File: config.mk
export PLATFORM = sky130hd
export DESIGN_NAME = ram_arbiter
export DESIGN_NICKNAME = d
export VERILOG_FILES = /design/src/rtl/ram_arbiter.sv
export SDC_FILE = /design/constraint.sdc
export NUM_CORES = 1
export LEC_CHECK = 0
export ABC_CLOCK_PERIOD_IN_PS = 2260
export BUFFER_PORTS_ARGS = -buffer_cell sky130_fd_sc_hd__buf_2
export CORE_MARGIN = 8
export CORE_UTILIZATION = 30
export CTS_CLUSTER_DIAMETER = 120
export DETAILED_ROUTE_END_ITERATION = 8
export PLACE_DENSITY = 0.77
export SLEW_MARGIN = 5
export SYNTH_ARGS = -nofsm -noshare
export SYNTH_HDL_FRONTEND = slang
export SYNTH_SLANG_ARGS = --single-unit
export TNS_END_PERCENT = 100
File: constraint.sdc
create_clock -name i_clk -period 2.26 [get_ports i_clk]
set_clock_uncertainty 0.2 [all_clocks]
set_input_delay 0.452 -clock i_clk [delete_from_list [all_inputs] [get_ports i_clk]]
set_output_delay 0.452 -clock i_clk [all_outputs]
set_load 0.005 [all_outputs]
File: src/rtl/ram_arbiter.sv
// ram_arbiter: two-master arbiter in front of a single-port synchronous RAM.
// Grants are combinational. A master can hold exclusive ownership through its
// lock input. Read-valid and error responses arrive one cycle after the
// transfer that caused them.
// Build option: define ARB_ROUND_ROBIN_EN for round-robin priority on
// conflicts. By default priority is fixed and master 0 wins every conflict.
`timescale 1ns/1ps
module ram_arbiter #(
  parameter int ADDR_W    = 10,
  parameter int DATA_W    = 16,
  parameter int RAM_DEPTH = 1024
) (
  input  logic              i_clk,
  input  logic              i_reset_n,
  input  logic              i_m0_req,
  input  logic              i_m0_we,
  input  logic [15:0]       i_m0_addr,
  input  logic [DATA_W-1:0] i_m0_wdata,
  input  logic              i_m0_lock,
  input  logic              i_m1_req,
  input  logic              i_m1_we,
  input  logic [15:0]       i_m1_addr,
  input  logic [DATA_W-1:0] i_m1_wdata,
  input  logic              i_m1_lock,
  output logic              o_m0_gnt,
  output logic              o_m1_gnt,
  output logic              o_m0_rvalid,
  output logic              o_m1_rvalid,
  output logic [DATA_W-1:0] o_rdata,
  output logic              o_m0_err,
  output logic              o_m1_err,
  output logic              o_ram_we,
  output logic [ADDR_W-1:0] o_ram_addr,
  output logic [DATA_W-1:0] o_ram_wdata,
  input  logic [DATA_W-1:0] i_ram_rdata
);

  // 17 bits hold any depth up to 2^16, which covers the full 16-bit address.
  localparam logic [16:0] DEPTH_L = 17'(RAM_DEPTH);

  typedef enum logic [1:0] {OWN_NONE, OWN_M0, OWN_M1} owner_t;

  owner_t owner_q, owner_d;
  logic   m0_first;
  logic   xfer0, xfer1;
  logic   in_range0, in_range1;

`ifdef ARB_ROUND_ROBIN_EN
  // 1 means master 1 won most recently, so master 0 wins the next conflict.
  logic last_m1_q;

  // Last-winner pointer. It moves on every granted transfer.
  always_ff @(posedge i_clk or negedge i_reset_n) begin
    if (!i_reset_n)  last_m1_q <= 1'b1;
    else if (xfer0)  last_m1_q <= 1'b0;
    else if (xfer1)  last_m1_q <= 1'b1;
  end

  assign m0_first = last_m1_q;
`else
  assign m0_first = 1'b1;
`endif

  assign in_range0 = ({1'b0, i_m0_addr} < DEPTH_L);
  assign in_range1 = ({1'b0, i_m1_addr} < DEPTH_L);
  assign xfer0     = i_m0_req & o_m0_gnt;
  assign xfer1     = i_m1_req & o_m1_gnt;
  assign o_rdata   = i_ram_rdata;

  // Grant decision. A lock owner keeps its grant even while it is not requesting.
  always_comb begin
    // NOTE: every output of a combinational block gets a default first, so no path can infer a latch.
    o_m0_gnt = 1'b0;
    o_m1_gnt = 1'b0;
    if (i_reset_n) begin
      unique case (owner_q)
        OWN_M0: o_m0_gnt = 1'b1;
        OWN_M1: o_m1_gnt = 1'b1;
        default: begin
          if (i_m0_req && i_m1_req) begin
            o_m0_gnt = m0_first;
            o_m1_gnt = !m0_first;
          end else begin
            o_m0_gnt = i_m0_req;
            o_m1_gnt = i_m1_req;
          end
        end
      endcase
    end
  end

  // RAM port mux. Only a granted, in-range transfer reaches the RAM.
  always_comb begin
    o_ram_we    = 1'b0;
    o_ram_addr  = '0;
    o_ram_wdata = '0;
    if (xfer0 && in_range0) begin
      o_ram_we    = i_m0_we;
      o_ram_addr  = i_m0_addr[ADDR_W-1:0];
      o_ram_wdata = i_m0_wdata;
    end else if (xfer1 && in_range1) begin
      o_ram_we    = i_m1_we;
      o_ram_addr  = i_m1_addr[ADDR_W-1:0];
      o_ram_wdata = i_m1_wdata;
    end
  end

  // Lock-owner next state: acquire on a locked transfer, release when lock drops.
  always_comb begin
    owner_d = owner_q;
    unique case (owner_q)
      OWN_M0: if (!i_m0_lock) owner_d = OWN_NONE;
      OWN_M1: if (!i_m1_lock) owner_d = OWN_NONE;
      default: begin
        if (xfer0 && i_m0_lock)      owner_d = OWN_M0;
        else if (xfer1 && i_m1_lock) owner_d = OWN_M1;
      end
    endcase
  end

  // Lock-owner state register.
  always_ff @(posedge i_clk or negedge i_reset_n) begin
    // NOTE: sequential state uses non-blocking assignments so every register samples pre-edge values.
    if (!i_reset_n) owner_q <= OWN_NONE;
    else            owner_q <= owner_d;
  end

  // Per-master responses, one cycle after the transfer.
  always_ff @(posedge i_clk or negedge i_reset_n) begin
    if (!i_reset_n) begin
      o_m0_rvalid <= 1'b0;
      o_m1_rvalid <= 1'b0;
      o_m0_err    <= 1'b0;
      o_m1_err    <= 1'b0;
    end else begin
      o_m0_rvalid <= xfer0 & in_range0 & ~i_m0_we;
      o_m1_rvalid <= xfer1 & in_range1 & ~i_m1_we;
      o_m0_err    <= xfer0 & ~in_range0;
      o_m1_err    <= xfer1 & ~in_range1;
    end
  end

endmodule

==> impl_metrics.json, run 1 <==
{
  "status": "complete, but fails checks",
  "violations": "setup timing",
  "io_buffers": 104,
  "p_sw_share_pct": 42.2,
  "totalPowerFinal_mw": 0.997,
  "startpoint_type": "register",
  "via_count": 1648,
  "wirelength_mm": 5.60,
  "cp_max_fo": 9,
  "synth-warning-count": 0,
  "placed_area_mm2": 0.00185,
  "syn_to_final_growth_pct": 95.1,
  "root_buffer": "clkbuf_8",
  "grt_pass1_wl_mm": 8.86,
  "dpl.hpwl_mm": 4.03,
  "nNetsFinal": 352,
  "period_minus_slack_ns": 2.61,
  "grt_max_degree": 29,
  "fin_tns_setup_ns": -7.90,
  "finalHoldViolCount": 0,
  "die-area_mm2": 0.00610,
  "drv_slew": 0,
  "endpoint_kind": "output port",
  "gp_congestion": 0.777,
  "arrival_ns": 1.96,
  "slew_headroom_pct": 77.7,
  "power_frac_comb_pct": 68.3,
  "yosysSeqAreaShare_pct": 13.0,
  "max_cap_viol_count": 0,
  "antenna_found_initial": 0,
  "drtIter0Drc": 57,
  "cts_tree": "yes",
  "holdWs_ns": 0.216,
  "n_fill_cell": 346,
  "clock_path_buffers": 2,
  "p_clk_share_pct": 16.4,
  "routed_via_density": 5.35,
  "most-common-layout-cells": "buf_2, nand4_1, inv_1, buf_4, nand3_1",
  "first_pass_iters": 4,
  "period_share_pct": 116,
  "setup_slack_ns": -0.352,
  "internal_power_mw": 0.576,
  "peakVddDrop_mv": 0.269,
  "critical_path_class": "register to output port",
  "die_w_um": 78.1,
  "clock-sinks": 6,
  "grt_pass1_vias": 1823,
  "synthCells": 155,
  "cp.required_ns": 1.61,
  "ys_ff_latch": 6,
  "routedWlPerCell_um": 18.2,
  "clk_latency_ns": 0.23,
  "drc": 0,
  "syn_avg_cell_area_um2": 7.46,
  "drtAntennaViolNets": 0,
  "synth-edff-count": 0,
  "grt_usage_pct": 17.4,
  "ys_types": 32,
  "die_h_um": 78.1,
  "diodes": 0,
  "io_pins": 137,
  "fin_area_mm2": 0.00226,
  "p_leak_nw": 1.27,
  "synthArstFlopShare_pct": 100,
  "num_rows": 22,
  "clk_pin_slew_ns": 0.04,
  "worst_pin_slew_ns": 0.332,
  "cts_max_level": 1,
  "cts_made_buffers": 3,
  "core_area_mm2": 0.00369,
  "dpl.cell_count": 293,
  "final_cells": 308,
  "place_ws_ns": -0.214,
  "drive_above_1_share_pct": 68.5,
  "finalSetupViolations": 27,
  "switchingPower_mw": 0.421,
  "netlist_area_mm2": 0.00116,
  "ys.flop_type": "dfrtp_1",
  "layout_commonest_cell": "buf_2",
  "p_seq_share_pct": 15.3,
  "powerDensity_mw_per_mm2": 442,
  "grt_overflow": 0,
  "rsz0062_at_grt": "true",
  "initial_core_util_pct": 31.3,
  "hold_path_class": "input pin to register",
  "fin_util_pct": 61.2,
  "synth_nets": 245,
  "fmax_ghz": 0.383
}
-- path summary, 6_finish.rpt --
kind / startpoint / to / slack (ns) / cells after the start
hold / removal: i_m1_we / o_m1_rvalid$_DFF_PN0_ / 0.22 / 2
setup reg to reg: owner_q[0]$_DFFE_PN0P_ / o_m1_rvalid$_DFF_PN0_ / 0.37 / 9
setup / recovery: owner_q[0]$_DFFE_PN0P_ / o_ram_wdata[9] / -0.35 / 7
max in group asynchronous: i_reset_n / o_m1_rvalid$_DFF_PN0_ / 1.22 / 3
hold reg to reg: owner_q[1]$_DFFE_PN0P_ / owner_q[1]$_DFFE_PN0P_ / 0.45 / 2
min in group asynchronous: i_reset_n / owner_q[1]$_DFFE_PN0P_ / 0.52 / 3
-- power groups by stage --
stage | registers (mW) | logic [mW] | clock network (mW)
finish | 0.152 | 0.680 | 0.164
global route | 0.152 | 0.736 | 0.172
CTS | 0.148 | 0.630 | 0.167
detailed placement | 0.148 | 0.464 | 0
global placement | 0.145 | 0.455 | 0
floorplan | 0.145 | 0.308 | 0
-- logic make-up after synthesis --
family / Yosys count / share of synthesized area (%)
AND/OR/NAND/NOR: 55 / 28.2
adder cells (fa/ha/maj): 2 / 2.16
buffers and inverters: 53 / 24.8
multiplexers: 1 / 0.866
flip-flops: 6 / 13.0
AO/OA/AOI/OAI: 38 / 31.0
-- final cells by class --
cell class	count	area, µm²	area share, %
multi-input cells	96	1030	45.7
repair buffers	137	906	40.2
flip-flops and latches	6	150	6.66
inverters	18	67.6	3.00
well taps	48	60.1	2.66
clock buffers	3	41.3	1.83
-- Yosys cell counts (2+ instances only) --
master / n / share of area (%)
dfrtp_1: 6 / 13
inv_1: 18 / 5.8
nand3_1: 13 / 5.6
ha_1: 2 / 2.2
a21boi_0: 3 / 1.9
nand4_1: 28 / 15
nor2_1: 3 / 0.97
buf_6: 3 / 2.9
and2_1: 2 / 1.1
buf_2: 4 / 1.7
o41ai_2: 7 / 9.8
nand2_1: 3 / 0.97
o41ai_1: 8 / 6.1
buf_4: 16 / 10
clkbuf_1: 8 / 2.6
buf_1: 4 / 1.3
o31ai_1: 12 / 7.8
-- per-layer routing --
metal / vias to the layer above / global-route usage [%] / share of wire (%)
met5: - / 0 / 0
met1: 761 / 18.6 / 37
met2: 76 / 30.9 / 53
met4: 0 / 6.85 / 1.6
li1: 797 / - / -
met3: 14 / 5.92 / 8.7
-- state kept, by name, summed over array words and instances (netlist names) --
| name | count |
|---|---|
| o_m1_err | 1 |
| o_m0_err | 1 |
| o_m0_rvalid | 1 |
| o_m1_rvalid | 1 |
| owner_q | 2 |
-- what timing repair did --
item,in CTS,in global routing
gates cloned,2,2
gates resized for setup,25,24
setup endpoints to repair,27,29
setup buffers,7,2
pin swaps,15,12
hold buffers,1,0
endpoints found under the hold margin,6,0
-- worst max-delay path: stages, from the launching register on --
cell	delay (ns)
dfrtp_1	0.39
inv_2	0.09
ha_4	0.21
o211a_1	0.22
and3_4	0.19
clkbuf_16	0.18
o41ai_2	0.29
buf_2	0.16
No activity file was read; power rests on OpenSTA's default activity.
==> inputs of run 2 (changes only) <==
Settings changed: CELL_PAD_IN_SITES_DETAIL_PLACEMENT set to 1, CELL_PAD_IN_SITES_GLOBAL_PLACEMENT set to 2, CORE_UTILIZATION 30 to 13, PLACE_DENSITY 0.77 to 0.76.
==> impl_metrics.json, run 2 (synthesis gave the netlist of run 1 again) <==
{
  "status": "complete, but fails checks",
  "violations": "setup timing",
  "multi_input_comb_area_mm2": 0.00108,
  "period_share_pct": 118,
  "arrival_ns": 2.01,
  "syn_to_final_growth_pct": 106,
  "cts_max_level": 1,
  "top_register": "owner_q",
  "io_pins": 137,
  "num_rows": 34,
  "setup_slack_ns": -0.406,
  "core_area_mm2": 0.00868,
  "totalPowerFinal_mw": 1.09,
  "rsz0062_at_grt": "true",
  "die_w_um": 110,
  "hold_path_class": "input pin to asynchronous set/reset pin",
  "root_buffer": "clkbuf_8",
  "worst_pin_slew_ns": 0.328,
  "critical_path_class": "register to output port",
  "max_cap_viol_count": 0,
  "antenna_found_initial": 1,
  "layout_commonest_cell": "buf_2",
  "cts_tree": "yes",
  "finalHoldViolCount": 0,
  "initial_core_util_pct": 13.3,
  "endpoint_kind": "output port",
  "clock-sinks": 6,
  "die_h_um": 110,
  "startpoint_type": "register",
  "dpl.hpwl_mm": 5.03,
  "clock_path_buffers": 2,
  "fin_tns_setup_ns": -8.97,
  "n_fill_cell": 1053,
  "via_count": 1681,
  "regArea_um2": 150,
  "drtIter0Drc": 22,
  "most-common-layout-cells": "buf_2, nand4_1, buf_4, inv_1, nand3_1",
  "p_leak_nw": 1.19,
  "cp_max_fo": 15,
  "grt_overflow": 0,
  "grt_pass1_wl_mm": 10.4,
  "drtAntennaViolNets": 0,
  "largest_register_ffs": 2,
  "grt_usage_pct": 11.0,
  "io_buffers": 104,
  "grt_pass1_vias": 2026,
  "cts_made_buffers": 3,
  "cp.required_ns": 1.61,
  "die-area_mm2": 0.0122,
  "drv_slew": 0,
  "period_minus_slack_ns": 2.67,
  "drc": 0,
  "powerDensity_mw_per_mm2": 455,
  "clk_pin_slew_ns": 0.04,
  "wirelength_mm": 6.78,
  "grt_max_degree": 29,
  "gp_congestion": 0.664,
  "routedWlPerCell_um": 18.5,
  "finalSetupViolations": 27,
  "peakVddDrop_mv": 0.207,
  "slew_headroom_pct": 78.0,
  "diodes": 0,
  "first_pass_iters": 2,
  "fmax_ghz": 0.375,
  "clk_latency_ns": 0.22,
  "drive_above_1_share_pct": 69.1,
  "routed_via_density": 4.58,
  "nNetsFinal": 351,
  "holdWs_ns": 0.0358
}
[run 2: cell count changes in the layout (fill, tap and decap cells not counted), sizes merged]
| cell | change |
|---|---|
| clkbuf | -2 |
| buf | +1 |
[run 2: final timing paths]
| kind | from | to | slack, ns | depth (start not counted) |
|---|---|---|---|---|
| setup / recovery | owner_q[0]$_DFFE_PN0P_ | o_ram_wdata[15] | -0.41 | 7 |
| hold / removal | i_reset_n | owner_q[1]$_DFFE_PN0P_ | 0.04 | 2 |
| setup reg to reg | owner_q[0]$_DFFE_PN0P_ | o_m1_rvalid$_DFF_PN0_ | 0.33 | 9 |
| hold reg to reg | owner_q[0]$_DFFE_PN0P_ | owner_q[0]$_DFFE_PN0P_ | 0.39 | 1 |
| max in group asynchronous | i_reset_n | o_m0_err$_DFF_PN0_ | 1.26 | 2 |
| min in group i_clk | i_m1_we | o_m1_rvalid$_DFF_PN0_ | 0.21 | 2 |
[run 2: timing repair]
action / in CTS / in global routing
hold endpoints to repair: 2 / 0
pin swaps: 17 / 13
setup buffers: 6 / 1
hold buffers: 1 / 0
gates cloned: 3 / 0
endpoints found under the setup margin: 27 / 29
resized for setup: 38 / 19
[run 2: layout make-up]
class	count	area share, %
clock buffer	3	1.73
multi-input combinational	96	45.2
timing repair buffer	136	38.2
tap	108	5.67
inverter	18	2.83
sequential	6	6.30
[run 2: through the flow]
step                setup WS [ns]  instance area [µm²]  std cells  util (%)
detailed placement         -0.265                 1940        354      22.4
global placement           -0.229                 1940        354      22.4
global route               -0.494                 2380        367      27.5
finish                     -0.406                 2380        367      27.5
floorplan                  -0.156                 1290        155         -
CTS                        -0.395                 2260        366      26.0
[run 2: critical path, cell delays in order, from the launching register on]
cell and delay, ns:
dfrtp_1 0.40, inv_2 0.10, ha_4 0.21, o211a_1 0.21, and3_4 0.19, buf_12 0.18
o41ai_2 0.32, buf_2 0.16
[run 2: power breakdown]
| part | switching (mW) | internal, mW | total, mW |
|---|---|---|---|
| registers | 0.0216 | 0.131 | 0.153 |
| clock network | 0.0458 | 0.114 | 0.160 |
| logic | 0.392 | 0.381 | 0.773 |
[run 2: routing by layer]
metal,part of all wire (%),up-vias,global-route usage (%)
met1,36,806,11.4
met5,0.19,-,0
met4,1.4,2,4.38
li1,-,795,-
met3,7.5,10,2.97
met2,55,68,20.6
